**src/rtl/seq_pkg.sv**
```systemverilog
// Shared constants and helpers for the serial pattern detector.
//   PAT_MIN / PAT_MAX : legal range of the pattern length
//   MODE_OVL / MODE_NOVL : values of the OVERLAP parameter
//   clog2()           : ceiling log2, used to size the fill counter
package seq_pkg;

    localparam int PAT_MIN   = 2;
    localparam int PAT_MAX   = 16;
    localparam int MODE_OVL  = 1;
    localparam int MODE_NOVL = 0;

    // Ceiling log2; clog2(1)=0, clog2(5)=3.
    function automatic int clog2(input int value);
        int res;
        res = 0;
        for (int k = 0; k < 31; k++) begin
            if ((32'sd1 <<< k) < value) begin
                res = k + 1;
            end else begin
                res = res;
            end
        end
        return res;
    endfunction

endpackage

```
**src/rtl/seq_hit_counter.sv**
```systemverilog
// Saturating hit counter with clear priority.
// Ports:
//   c    in   clock, rising edge
//   rst  in   synchronous reset, active high
//   inc  in   count one detection on this edge
//   clr  in   synchronous clear; a coincident inc still counts (result 1)
//   cnt  out  CNT_W-bit registered count, sticks at all-ones
//   sat  out  sticky flag, set when cnt reaches all-ones
module seq_hit_counter #(
    parameter int CNT_W = 8
) (
    input  logic             c,
    input  logic             rst,
    input  logic             inc,
    input  logic             clr,
    output logic [CNT_W-1:0] cnt,
    output logic             sat
);

    localparam logic [CNT_W-1:0] CNT_MAX  = {CNT_W{1'b1}};
    localparam logic [CNT_W-1:0] CNT_ONE  = CNT_W'(1);
    localparam logic [CNT_W-1:0] CNT_ZERO = {CNT_W{1'b0}};

    logic [CNT_W-1:0] cnt_r;
    logic             sat_r;
    logic [CNT_W-1:0] cnt_nxt_s;
    logic             sat_nxt_s;

    // Next count: clear first, then the coincident hit is applied on top.
    always_comb begin
        cnt_nxt_s = cnt_r;
        sat_nxt_s = sat_r;
        if (clr) begin
            cnt_nxt_s = inc ? CNT_ONE : CNT_ZERO;
            sat_nxt_s = inc && (CNT_ONE == CNT_MAX);
        end else if (inc && (cnt_r != CNT_MAX)) begin
            cnt_nxt_s = cnt_r + CNT_ONE;
            sat_nxt_s = sat_r | ((cnt_r + CNT_ONE) == CNT_MAX);
        end else begin
            cnt_nxt_s = cnt_r;
            sat_nxt_s = sat_r;
        end
    end

    // Count and saturation registers.
    always_ff @(posedge c) begin
        if (rst) begin
            cnt_r <= CNT_ZERO;
            sat_r <= 1'b0;
        end else begin
            cnt_r <= cnt_nxt_s;
            sat_r <= sat_nxt_s;
        end
    end

    assign cnt = cnt_r;
    assign sat = sat_r;

endmodule

```
**src/rtl/seq_detect_param.sv**
```systemverilog
// Parametrised serial bit-pattern detector.
// Ports:
//   c        in   clock, rising edge
//   rst      in   synchronous reset, active high; clears history, fill, out, counter
//   i        in   serial data bit, consumed only when en=1
//   en       in   sample enable
//   clr_cnt  in   synchronous clear of hit_cnt/sat (history untouched)
//   out      out  registered one-cycle detection strobe
//   hit_cnt  out  saturating detection count
//   sat      out  sticky saturation flag
module seq_detect_param
    import seq_pkg::*;
#(
    parameter int                 PAT_LEN = 4,
    parameter logic [PAT_LEN-1:0] PATTERN = 4'b1010,
    parameter int                 OVERLAP = 1,
    parameter int                 CNT_W   = 8
) (
    input  logic             c,
    input  logic             rst,
    input  logic             i,
    input  logic             en,
    input  logic             clr_cnt,
    output logic             out,
    output logic [CNT_W-1:0] hit_cnt,
    output logic             sat
);

    generate
        if ((PAT_LEN < PAT_MIN) || (PAT_LEN > PAT_MAX)) begin : g_bad_len
            $error("seq_detect_param: PAT_LEN must be within 2..16");
        end
    endgenerate

    localparam int                FILL_W    = clog2(PAT_LEN + 1);
    localparam logic [FILL_W-1:0] FILL_FULL = FILL_W'(PAT_LEN);
    localparam logic [FILL_W-1:0] FILL_ONE  = FILL_W'(1);
    localparam logic [FILL_W-1:0] FILL_ZERO = {FILL_W{1'b0}};

    logic [PAT_LEN-1:0] hist_r;
    logic [FILL_W-1:0]  fill_r;
    logic               out_r;
    logic [PAT_LEN-1:0] nxt_s;
    logic [FILL_W-1:0]  fill_nxt_s;
    logic               match_s;

    // Candidate history and match decision for the bit being sampled now.
    // The fill test guarantees PAT_LEN real bits, so all-zero patterns cannot
    // match on the reset contents of the history.
    always_comb begin
        nxt_s      = {hist_r[PAT_LEN-2:0], i};
        fill_nxt_s = (fill_r == FILL_FULL) ? FILL_FULL : (fill_r + FILL_ONE);
        if (en) begin
            match_s = (fill_nxt_s == FILL_FULL) && (nxt_s == PATTERN);
        end else begin
            match_s = 1'b0;
        end
    end

    // History, fill and strobe registers. In non-overlap mode a hit restarts
    // the fill count while the history still shifts in the new bit.
    always_ff @(posedge c) begin
        if (rst) begin
            hist_r <= {PAT_LEN{1'b0}};
            fill_r <= FILL_ZERO;
            out_r  <= 1'b0;
        end else begin
            if (en) begin
                hist_r <= nxt_s;
                fill_r <= (match_s && (OVERLAP == MODE_NOVL)) ? FILL_ZERO : fill_nxt_s;
            end else begin
                hist_r <= hist_r;
                fill_r <= fill_r;
            end
            out_r <= match_s;
        end
    end

    assign out = out_r;

    seq_hit_counter #(
        .CNT_W(CNT_W)
    ) u_cnt (
        .c  (c),
        .rst(rst),
        .inc(match_s),
        .clr(clr_cnt),
        .cnt(hit_cnt),
        .sat(sat)
    );

endmodule
```
**config.mk**
```make
export PLATFORM = sky130hd
export DESIGN_NAME = seq_detect_param
export DESIGN_NICKNAME = d
export VERILOG_FILES = /design/src/rtl/seq_pkg.sv /design/src/rtl/seq_hit_counter.sv /design/src/rtl/seq_detect_param.sv
export SDC_FILE = /design/constraint.sdc
export NUM_CORES = 1
export LEC_CHECK = 0
export ABC_AREA = 1
export CORE_MARGIN = 2
export CORE_UTILIZATION = 40
export CTS_CLUSTER_SIZE = 24
export DETAILED_ROUTE_END_ITERATION = 8
export PLACE_DENSITY = 0.69
export SLEW_MARGIN = 20
export SYNTH_ARGS = -nofsm -noshare
export SYNTH_HDL_FRONTEND = slang
export SYNTH_SLANG_ARGS = --single-unit
export TNS_END_PERCENT = 20
```
**constraint.sdc**
```tcl
create_clock -name c -period 2.5 [get_ports c]
set_input_delay 0.5 -clock c [delete_from_list [all_inputs] [get_ports c]]
set_output_delay 0.5 -clock c [all_outputs]
set_load 0.02 [all_outputs]
```
==> results.sh, run 1 <==
export IMPL_status="completed"
export IMPL_total_power_uw=485.7
export IMPL_cp_depth=1
export IMPL_grt_overflow_total=0
export IMPL_crit_path_end_kind="output pin"
export IMPL_synthCells=126
export IMPL_layout_common_cells="nand2_1, nor2_1, inv_1"
export IMPL_cpMaxStageDelayCell="clkdlybuf4s50_1"
export IMPL_hpwlAfterDp_um=1379
export IMPL_grt_util_all_layers_pct=14.88
export IMPL_cts_root_buf="clkbuf_4"
export IMPL_fin_skew_ns=0.001700
export IMPL_core_area_um2=2191
export IMPL_area_delta_synth_final_pct=21.62
export IMPL_finalSetupViolCount=0
export IMPL_grt_first_pass_wirelength_um=3049
export IMPL_layout_setup_ws_ns=0.6560
export IMPL_drive_above_1_share_pct=16.78
export IMPL_ir_drop_mv=0.3018
export IMPL_post_cts_buffers=0
export IMPL_initial_core_util_pct=42.26
export IMPL_vias_per_cell=4.719
export IMPL_critPathKind="reg2out"
export IMPL_rsz0062_at_grt="no"
export IMPL_rows=17
export IMPL_gp_congestion=0.8331
export IMPL_syn_num_nets=135
export IMPL_path_cells="clkdlybuf4s50_1"
export IMPL_slew_violations=0
export IMPL_synth_cell_types=25
export IMPL_avgSynthCellArea_um2=7.348
export IMPL_clock_fmax_mhz=542.3
export IMPL_worstSetupStartpoint="u_cnt.cnt[1]$_SDFFE_PP0P_"
export IMPL_dp_slack_ns=0.5225
export IMPL_path_max_fanout=5
export IMPL_path_buf_inv=1
export IMPL_antenna_found_initial=0
export IMPL_syn_cell_area_um2=925.9
export IMPL_r2r_slack_ns=0.86
export IMPL_synth_seq_area_share_pct=34.59
export IMPL_h_tree_depth=1
export IMPL_cp_start_kind="flip-flop"
export IMPL_clock_tree_buffer_depth=2
export IMPL_final_common_cell="nand2_1"
export IMPL_finalWirelength_um=1715
export IMPL_cp_data_required_time_ns=2.00
export IMPL_cts_clk_slew_worst_paths_ns=0.10
export IMPL_max_stage_delay_ns=0.64
export IMPL_clock_latency_ns=0.28
export IMPL_reg2regPathDepth=7
export IMPL_drt_initial_drc_count=10
export IMPL_worstPathArrival_ns=1.34
export IMPL_die_area_um2=2715
export IMPL_synth_warnings=0
export IMPL_min_period_ns=1.844
export IMPL_die_w_um=52.11
export IMPL_cap_violations=0
export IMPL_critPathCapture="hit_cnt[1]"
export IMPL_cpLargestDelayFamily="buffers and inverters"
export IMPL_drtPass1Iterations=4
export IMPL_grt_pass1_vias=735
export IMPL_fin_crit_sh_pct=73.76
export IMPL_postRouteAntennaNets=0
export IMPL_via_count=807
export IMPL_n_antenna_cell=0
export IMPL_ys_ff_latch=16
export IMPL_cts_resized=0
export IMPL_yosys_area_top_type="dfxtp_1"
export IMPL_grt_max_degree=10
export IMPL_post_route_util_pct=51.40
export IMPL_ys_top_cells_by_area="dfxtp_1, nand2_1, nor2_1"
export IMPL_num_io_pins=15
export IMPL_postCtsHoldBufs=0
export IMPL_routedWlPerCell_um=10.03
export IMPL_maxSlewHeadroom_pct=78.92
export IMPL_nets=153
export IMPL_setup_tns_final_ns=0
export IMPL_fillerInstances=211
export IMPL_synth_top_cell_area_share_pct=34.59
export IMPL_numClockSinks=16
export IMPL_final_hold_viol_count=0
export IMPL_drc=0
export IMPL_hold_class="reg2reg"
export IMPL_worstReg2RegEnd="u_cnt.sat$_SDFFE_PP0P_"
export IMPL_numCtsBuffers=3
export IMPL_p_leak_uw=0.0004489
export IMPL_worstReg2RegStart="fill_r[0]$_SDFFE_PP0P_"
export IMPL_cts_tree="built"
export IMPL_portBuffers=14
export IMPL_die_y_um=52.11
export IMPL_worst_slew_pin_slew_ns=0.3150
export IMPL_pwr_density_cell_nw_per_um2=431.3
[cells by family after synthesis]
logic type / synth area share [%]
buf+inv: 8.919
xor+xnor: 1.892
simple gates: 33.65
flops: 34.59
fa+ha+maj: 5.406
compound gates: 15.54
[flip-flops by register name, summed over array words and instances (netlist names)]
name / count
u_cnt.cnt: 8
fill_r: 3
hist_r: 3
out: 1
u_cnt.sat: 1
[worst register-to-register path, delay by kind of cell (launching register included)]
family / cells / cell delay, ns
AOI/OAI and AO/OA: 2 / 0.36
adders and majority gates: 1 / 0.32
buffers and inverters: 1 / 0.08
DFF: 1 / 0.37
and+or+nand+nor: 3 / 0.44
[power breakdown]
part           switching, uW  internal (uW)
clock network           85.5           88.6
registers               4.72            261
logic                   26.9           18.9
total                    117            369
[cells in the mapped netlist (all sizes together)]
cell type  count
nand2         30
nor2          24
inv           19
dfxtp         16
a21oi          8
o21ai          8
nand3          5
ha             4
nand4          2
o211ai         2
o21bai         2
xor2           2
buf            1
nor2b          1
o21a           1
o31ai          1
[routing by layer]
metal  routed length, um  global-route usage, %  up-vias
met3                  58                  2.011        2
met2                 789                  23.21       15
met5                   0                      0        -
met1                 848                  20.86      359
met4                  19                  5.263        0
li1                    -                      -      431
[how the worst min path moves through the flow]
stage                             endpoint  cells after the start  slack (ns)                   start
detailed placement  u_cnt.sat$_SDFFE_PP0P_                      2        0.45  u_cnt.sat$_SDFFE_PP0P_
global route        u_cnt.sat$_SDFFE_PP0P_                      2        0.48  u_cnt.sat$_SDFFE_PP0P_
floorplan           hist_r[2]$_SDFFE_PP0P_                      2        0.46  hist_r[2]$_SDFFE_PP0P_
CTS                 u_cnt.sat$_SDFFE_PP0P_                      2        0.47  u_cnt.sat$_SDFFE_PP0P_
finish              u_cnt.sat$_SDFFE_PP0P_                      2        0.47  u_cnt.sat$_SDFFE_PP0P_
global placement    u_cnt.sat$_SDFFE_PP0P_                      2        0.46  u_cnt.sat$_SDFFE_PP0P_
[layout make-up]
type                    count  area, um2  share of cell area [%]
well taps                  28      35.03                   3.111
inverters                  19      71.32                   6.333
flip-flops and latches     16      320.3                   28.44
clock buffers               4      36.28                   3.222
repair buffers             14      140.1                   12.44
multi-input cells          90      523.0                   46.44
[per-stage QoR]
stage / cell area [um2] / hold WS (ns) / instances
detailed placement: 1090 / 0.4546 / 167
global route: 1126 / 0.4802 / 171
finish: 1126 / 0.4655 / 171
CTS: 1126 / 0.4699 / 171
floorplan: 925.9 / 0.4631 / 126
global placement: 1090 / 0.4551 / 167
Power figures use the tool's default switching activity.
==> run 2, diff against run 1 <==
--- a/config.mk
+++ b/config.mk
@@ -10,7 +10,7 @@
 export CORE_UTILIZATION = 40
 export CTS_CLUSTER_SIZE = 24
 export DETAILED_ROUTE_END_ITERATION = 8
-export PLACE_DENSITY = 0.69
+export PLACE_DENSITY = 0.71
 export SLEW_MARGIN = 20
 export SYNTH_ARGS = -nofsm -noshare
 export SYNTH_HDL_FRONTEND = slang
==> constraint.sdc (replaced) <==
create_clock -name c -period 1.6 [get_ports c]
set_input_delay 0.32 -clock c [delete_from_list [all_inputs] [get_ports c]]
set_output_delay 0.32 -clock c [all_outputs]
set_load 0.02 [all_outputs]
==> results.sh, run 2 (synthesis results as in run 1) <==
export IMPL_status="completed"
export IMPL_fillerInstances=214
export IMPL_path_max_fanout=2
export IMPL_whs_ns=0.4648
export IMPL_crit_path_end_kind="output pin"
export IMPL_fin_crit_sh_pct=97.54
export IMPL_routedWlPerCell_um=10.75
export IMPL_min_period_ns=1.561
export IMPL_cpLargestDelayFamily="buffers and inverters"
export IMPL_cp_start_kind="flip-flop"
export IMPL_slew_violations=0
export IMPL_clock_latency_ns=0.30
export IMPL_hpwlAfterDp_um=1467
export IMPL_final_common_cell="nand2_1"
export IMPL_gp_congestion=0.8400
export IMPL_total_power_uw=781.2
export IMPL_antenna_found_initial=0
export IMPL_cpMaxStageDelayCell="clkdlybuf4s50_1"
export IMPL_path_buf_inv=1
export IMPL_die_area_um2=2715
export IMPL_ir_drop_mv=0.4595
export IMPL_cap_violations=0
export IMPL_top_layer="met4"
export IMPL_cts_root_buf="clkbuf_4"
export IMPL_postCtsHoldBufs=0
export IMPL_critPathKind="reg2out"
export IMPL_max_stage_delay_ns=0.60
export IMPL_layout_common_cells="nand2_1, nor2_1, inv_1"
export IMPL_cp_data_required_time_ns=1.28
export IMPL_die_w_um=52.11
export IMPL_rows=17
export IMPL_drt_initial_drc_count=11
export IMPL_r2r_slack_ns=0.09
export IMPL_h_tree_depth=1
export IMPL_cp_depth=1
export IMPL_finalWirelength_um=1914
export IMPL_critPathCapture="sat"
export IMPL_drtPass1Iterations=4
export IMPL_routedLengthMet1_um=895
export IMPL_postRouteAntennaNets=0
export IMPL_vias_per_cell=4.691
export IMPL_core_area_um2=2191
export IMPL_worst_slew_pin_slew_ns=0.2762
export IMPL_hold_class="reg2reg"
export IMPL_numClockSinks=16
export IMPL_via_count=835
export IMPL_numCtsBuffers=3
export IMPL_grt_pass1_vias=747
export IMPL_portBuffers=14
export IMPL_drc=0
export IMPL_clock_fmax_mhz=640.8
export IMPL_worstReg2RegStart="fill_r[0]$_SDFFE_PP0P_"
export IMPL_pwr_density_cell_nw_per_um2=648.3
export IMPL_finalSetupViolCount=0
export IMPL_worstReg2RegEnd="u_cnt.sat$_SDFFE_PP0P_"
export IMPL_rsz0062_at_grt="yes"
export IMPL_post_route_util_pct=55.00
export IMPL_nets=160
export IMPL_post_dp_cell_area_um2=1135
export IMPL_num_io_pins=15
export IMPL_fin_area_um2=1205
export IMPL_grt_overflow_total=0
export IMPL_final_hold_viol_count=0
export IMPL_initial_core_util_pct=42.26
export IMPL_area_delta_synth_final_pct=30.14
export IMPL_wl_met3_um=70
export IMPL_clock_tree_buffer_depth=2
export IMPL_n_antenna_cell=0
export IMPL_die_y_um=52.11
export IMPL_fin_skew_ns=0.002649
export IMPL_reg2regPathDepth=7
export IMPL_path_cells="clkdlybuf4s50_1"
export IMPL_largest_reg_flops=8
export IMPL_drive_above_1_share_pct=25.33
export IMPL_route_met2_wl_um=885
export IMPL_grt_first_pass_wirelength_um=3194
export IMPL_p_leak_uw=0.0005386
export IMPL_worstSetupStartpoint="u_cnt.sat$_SDFFE_PP0P_"
export IMPL_cts_clk_slew_worst_paths_ns=0.09
export IMPL_worstPathArrival_ns=1.24
export IMPL_grt_max_degree=10
export IMPL_grt_util_all_layers_pct=16.56
export IMPL_cts_tree="built"
export IMPL_maxSlewHeadroom_pct=81.53
[run 2: cell count changes in the layout (fill, tap and decap cells not counted), sizes merged]
cell           before  now
buf                 0    7
dlygate4sd2         0    7
dlymetal6s2s        0    1
clkdlybuf4s50      14    6
[run 2: how the worst min path moves through the flow]
stage | start | to | depth (start not counted)
floorplan | rst | u_cnt.cnt[6]$_SDFFE_PP0P_ | 1
global placement | u_cnt.sat$_SDFFE_PP0P_ | u_cnt.sat$_SDFFE_PP0P_ | 2
detailed placement | u_cnt.sat$_SDFFE_PP0P_ | u_cnt.sat$_SDFFE_PP0P_ | 2
CTS | u_cnt.sat$_SDFFE_PP0P_ | u_cnt.sat$_SDFFE_PP0P_ | 2
global route | u_cnt.sat$_SDFFE_PP0P_ | u_cnt.sat$_SDFFE_PP0P_ | 2
finish | u_cnt.sat$_SDFFE_PP0P_ | u_cnt.sat$_SDFFE_PP0P_ | 2
[run 2: layout make-up]
cell class	instances	area [um2]	area share, %
clock buffers	4	36.28	3.011
inverters	19	71.32	5.919
multi-input cells	90	543.0	45.07
flip-flops and latches	16	325.3	27.00
repair buffers	21	193.9	16.10
well taps	28	35.03	2.908
[run 2: stage by stage]
stage	TNS (ns)	instances	worst slack, ns
final	0	178	0.03934
after CTS	0	177	0.004756
after global placement	-0.05672	173	-0.03719
after floorplan	0	126	0.1362
after global routing	-0.08919	178	-0.04057
after detailed placement	-0.05157	173	-0.02293
[run 2: power breakdown]
| group | switching (uW) | internal, uW |
|---|---|---|
| logic | 46.3 | 41.8 |
| clock network | 138 | 139 |
| registers | 7.38 | 409 |
| total | 191 | 590 |
[run 2: timing repair]
item                                    in CTS  in global routing
endpoints found under the setup margin       7                  7
gates cloned                                 0                  0
resized for setup                            7                 12
setup buffers                                0                  1
pin swaps                                    0                  4
[run 2: layer usage]
| metal | track usage, % | up-vias |
|---|---|---|
| met5 | 0 | - |
| met4 | 11.84 | 0 |
| met3 | 4.310 | 4 |
| met2 | 24.05 | 15 |
| met1 | 20.96 | 373 |
| li1 | - | 443 |
==> run 3, diff against run 2 <==
--- a/config.mk
+++ b/config.mk
@@ -11,6 +11,7 @@
 export CTS_CLUSTER_SIZE = 24
 export DETAILED_ROUTE_END_ITERATION = 8
 export PLACE_DENSITY = 0.71
+export RECOVER_POWER = 50
 export SLEW_MARGIN = 20
 export SYNTH_ARGS = -nofsm -noshare
 export SYNTH_HDL_FRONTEND = slang
==> results.sh, run 3 (synthesis results as in run 1) <==
export IMPL_status="completed"
export IMPL_area_delta_synth_final_pct=28.78
export IMPL_dp_slack_ns=-0.02293
export IMPL_grt_util_all_layers_pct=16.56
export IMPL_gp_congestion=0.8400
export IMPL_die_y_um=52.11
export IMPL_cts_root_buf="clkbuf_4"
export IMPL_drc=0
export IMPL_clock_tree_buffer_depth=2
export IMPL_die_w_um=52.11
export IMPL_grt_overflow_total=0
export IMPL_drtPass1Iterations=4
export IMPL_finalWirelength_um=1917
export IMPL_layout_common_cells="nand2_1, nor2_1, inv_1"
export IMPL_cap_violations=0
export IMPL_fin_skew_ns=0.002533
export IMPL_cts_tree="built"
export IMPL_slew_violations=0
export IMPL_maxSlewHeadroom_pct=81.53
export IMPL_cpLargestDelayFamily="buffers and inverters"
export IMPL_worstReg2RegStart="fill_r[0]$_SDFFE_PP0P_"
export IMPL_layout_setup_ws_ns=0.03950
export IMPL_worstPathArrival_ns=1.24
export IMPL_p_leak_uw=0.0005143
export IMPL_cp_start_kind="flip-flop"
export IMPL_crit_path_end_kind="output pin"
export IMPL_clock_fmax_mhz=640.8
export IMPL_core_area_um2=2191
export IMPL_worstHoldStart="u_cnt.sat$_SDFFE_PP0P_"
export IMPL_max_stage_delay_ns=0.60
export IMPL_largest_reg_flops=8
export IMPL_holdPathEnd="u_cnt.sat$_SDFFE_PP0P_"
export IMPL_path_cells="clkdlybuf4s50_1"
export IMPL_r2r_slack_ns=0.09
export IMPL_rows=17
export IMPL_worst_slew_pin_slew_ns=0.2762
export IMPL_drt_initial_drc_count=11
export IMPL_routedWlPerCell_um=10.77
export IMPL_antenna_found_initial=0
export IMPL_clock_latency_ns=0.30
export IMPL_hold_class="reg2reg"
export IMPL_drive_above_1_share_pct=24.67
export IMPL_pwr_density_cell_nw_per_um2=653.7
export IMPL_num_io_pins=15
export IMPL_reg2regPathDepth=7
export IMPL_post_route_util_pct=54.43
export IMPL_hpwlAfterDp_um=1467
export IMPL_worstReg2RegEnd="u_cnt.sat$_SDFFE_PP0P_"
export IMPL_fin_crit_sh_pct=97.53
export IMPL_nets=160
export IMPL_die_area_um2=2715
export IMPL_critPathKind="reg2out"
export IMPL_postRouteAntennaNets=0
export IMPL_postCtsHoldBufs=0
export IMPL_grt_max_degree=10
export IMPL_holdPathStages=2
export IMPL_rsz0062_at_grt="yes"
export IMPL_cpMaxStageDelayCell="clkdlybuf4s50_1"
export IMPL_cp_data_required_time_ns=1.28
export IMPL_via_count=835
export IMPL_ir_drop_mv=0.4591
export IMPL_fillerInstances=216
export IMPL_grt_first_pass_wirelength_um=3194
export IMPL_n_antenna_cell=0
export IMPL_numCtsBuffers=3
export IMPL_grt_pass1_vias=747
export IMPL_seq_area_um2=325.3
export IMPL_finalSetupViolCount=0
export IMPL_numClockSinks=16
export IMPL_vias_per_cell=4.691
export IMPL_path_buf_inv=1
export IMPL_portBuffers=14
export IMPL_cts_clk_slew_worst_paths_ns=0.09
export IMPL_initial_core_util_pct=42.26
export IMPL_total_power_uw=779.4
export IMPL_path_max_fanout=2
export IMPL_multi_input_area_um2=543.0
export IMPL_min_period_ns=1.560
export IMPL_h_tree_depth=1
export IMPL_final_common_cell="nand2_1"
export IMPL_final_hold_viol_count=0
[run 3: per-stage QoR]
stage	TNS, ns	cell area, um2	instances	hold WS, ns
floorplan	0	925.9	126	0.3824
global placement	-0.05672	1135	173	0.4528
detailed placement	-0.05157	1135	173	0.4520
CTS	0	1162	177	0.4733
global route	-0.08919	1192	178	0.4797
finish	0	1192	178	0.4648
[run 3: worst max path at each step]
| stage | start | endpoint | slack, ns | cells past startpoint |
|---|---|---|---|---|
| 3_3_place_gp | i | u_cnt.sat$_SDFFE_PP0P_ | -0.04 | 7 |
| 5_1_grt | fill_r[0]$_SDFFE_PP0P_ | u_cnt.sat$_SDFFE_PP0P_ | -0.04 | 9 |
| 3_5_place_dp | i | u_cnt.cnt[5]$_SDFFE_PP0P_ | -0.02 | 7 |
| 4_1_cts | u_cnt.cnt[3]$_SDFFE_PP0P_ | hit_cnt[3] | 0.005 | 1 |
| 2_1_floorplan | fill_r[0]$_SDFFE_PP0P_ | u_cnt.cnt[5]$_SDFFE_PP0P_ | 0.14 | 7 |
| 6_report | u_cnt.sat$_SDFFE_PP0P_ | sat | 0.04 | 1 |
[run 3: where the power goes]
part	internal (uW)	switching, uW
Sequential	409	7.38
Combinational	40.2	46.3
Clock	139	138
Total	588	191
[run 3: layer usage]
| layer | track usage [%] | part of all wire [%] |
|---|---|---|
| met4 | 11.84 | 3.3 |
| met5 | 0 | 0 |
| met1 | 20.96 | 47 |
| met2 | 24.05 | 46 |
| met3 | 4.310 | 3.7 |
[run 3: area by class of cell]
| class | count | share of cell area (%) |
|---|---|---|
| clock buffer | 4 | 3.043 |
| timing repair buffer | 21 | 15.22 |
| multi-input combinational | 90 | 45.54 |
| tap | 28 | 2.938 |
| inverter | 19 | 5.981 |
| sequential | 16 | 27.28 |
[run 3: repair_timing]
item | 4_1_cts | 5_1_grt
pin swaps | 0 | 4
setup buffers | 0 | 1
setup endpoints to repair | 7 | 7
resized for setup | 7 | 12
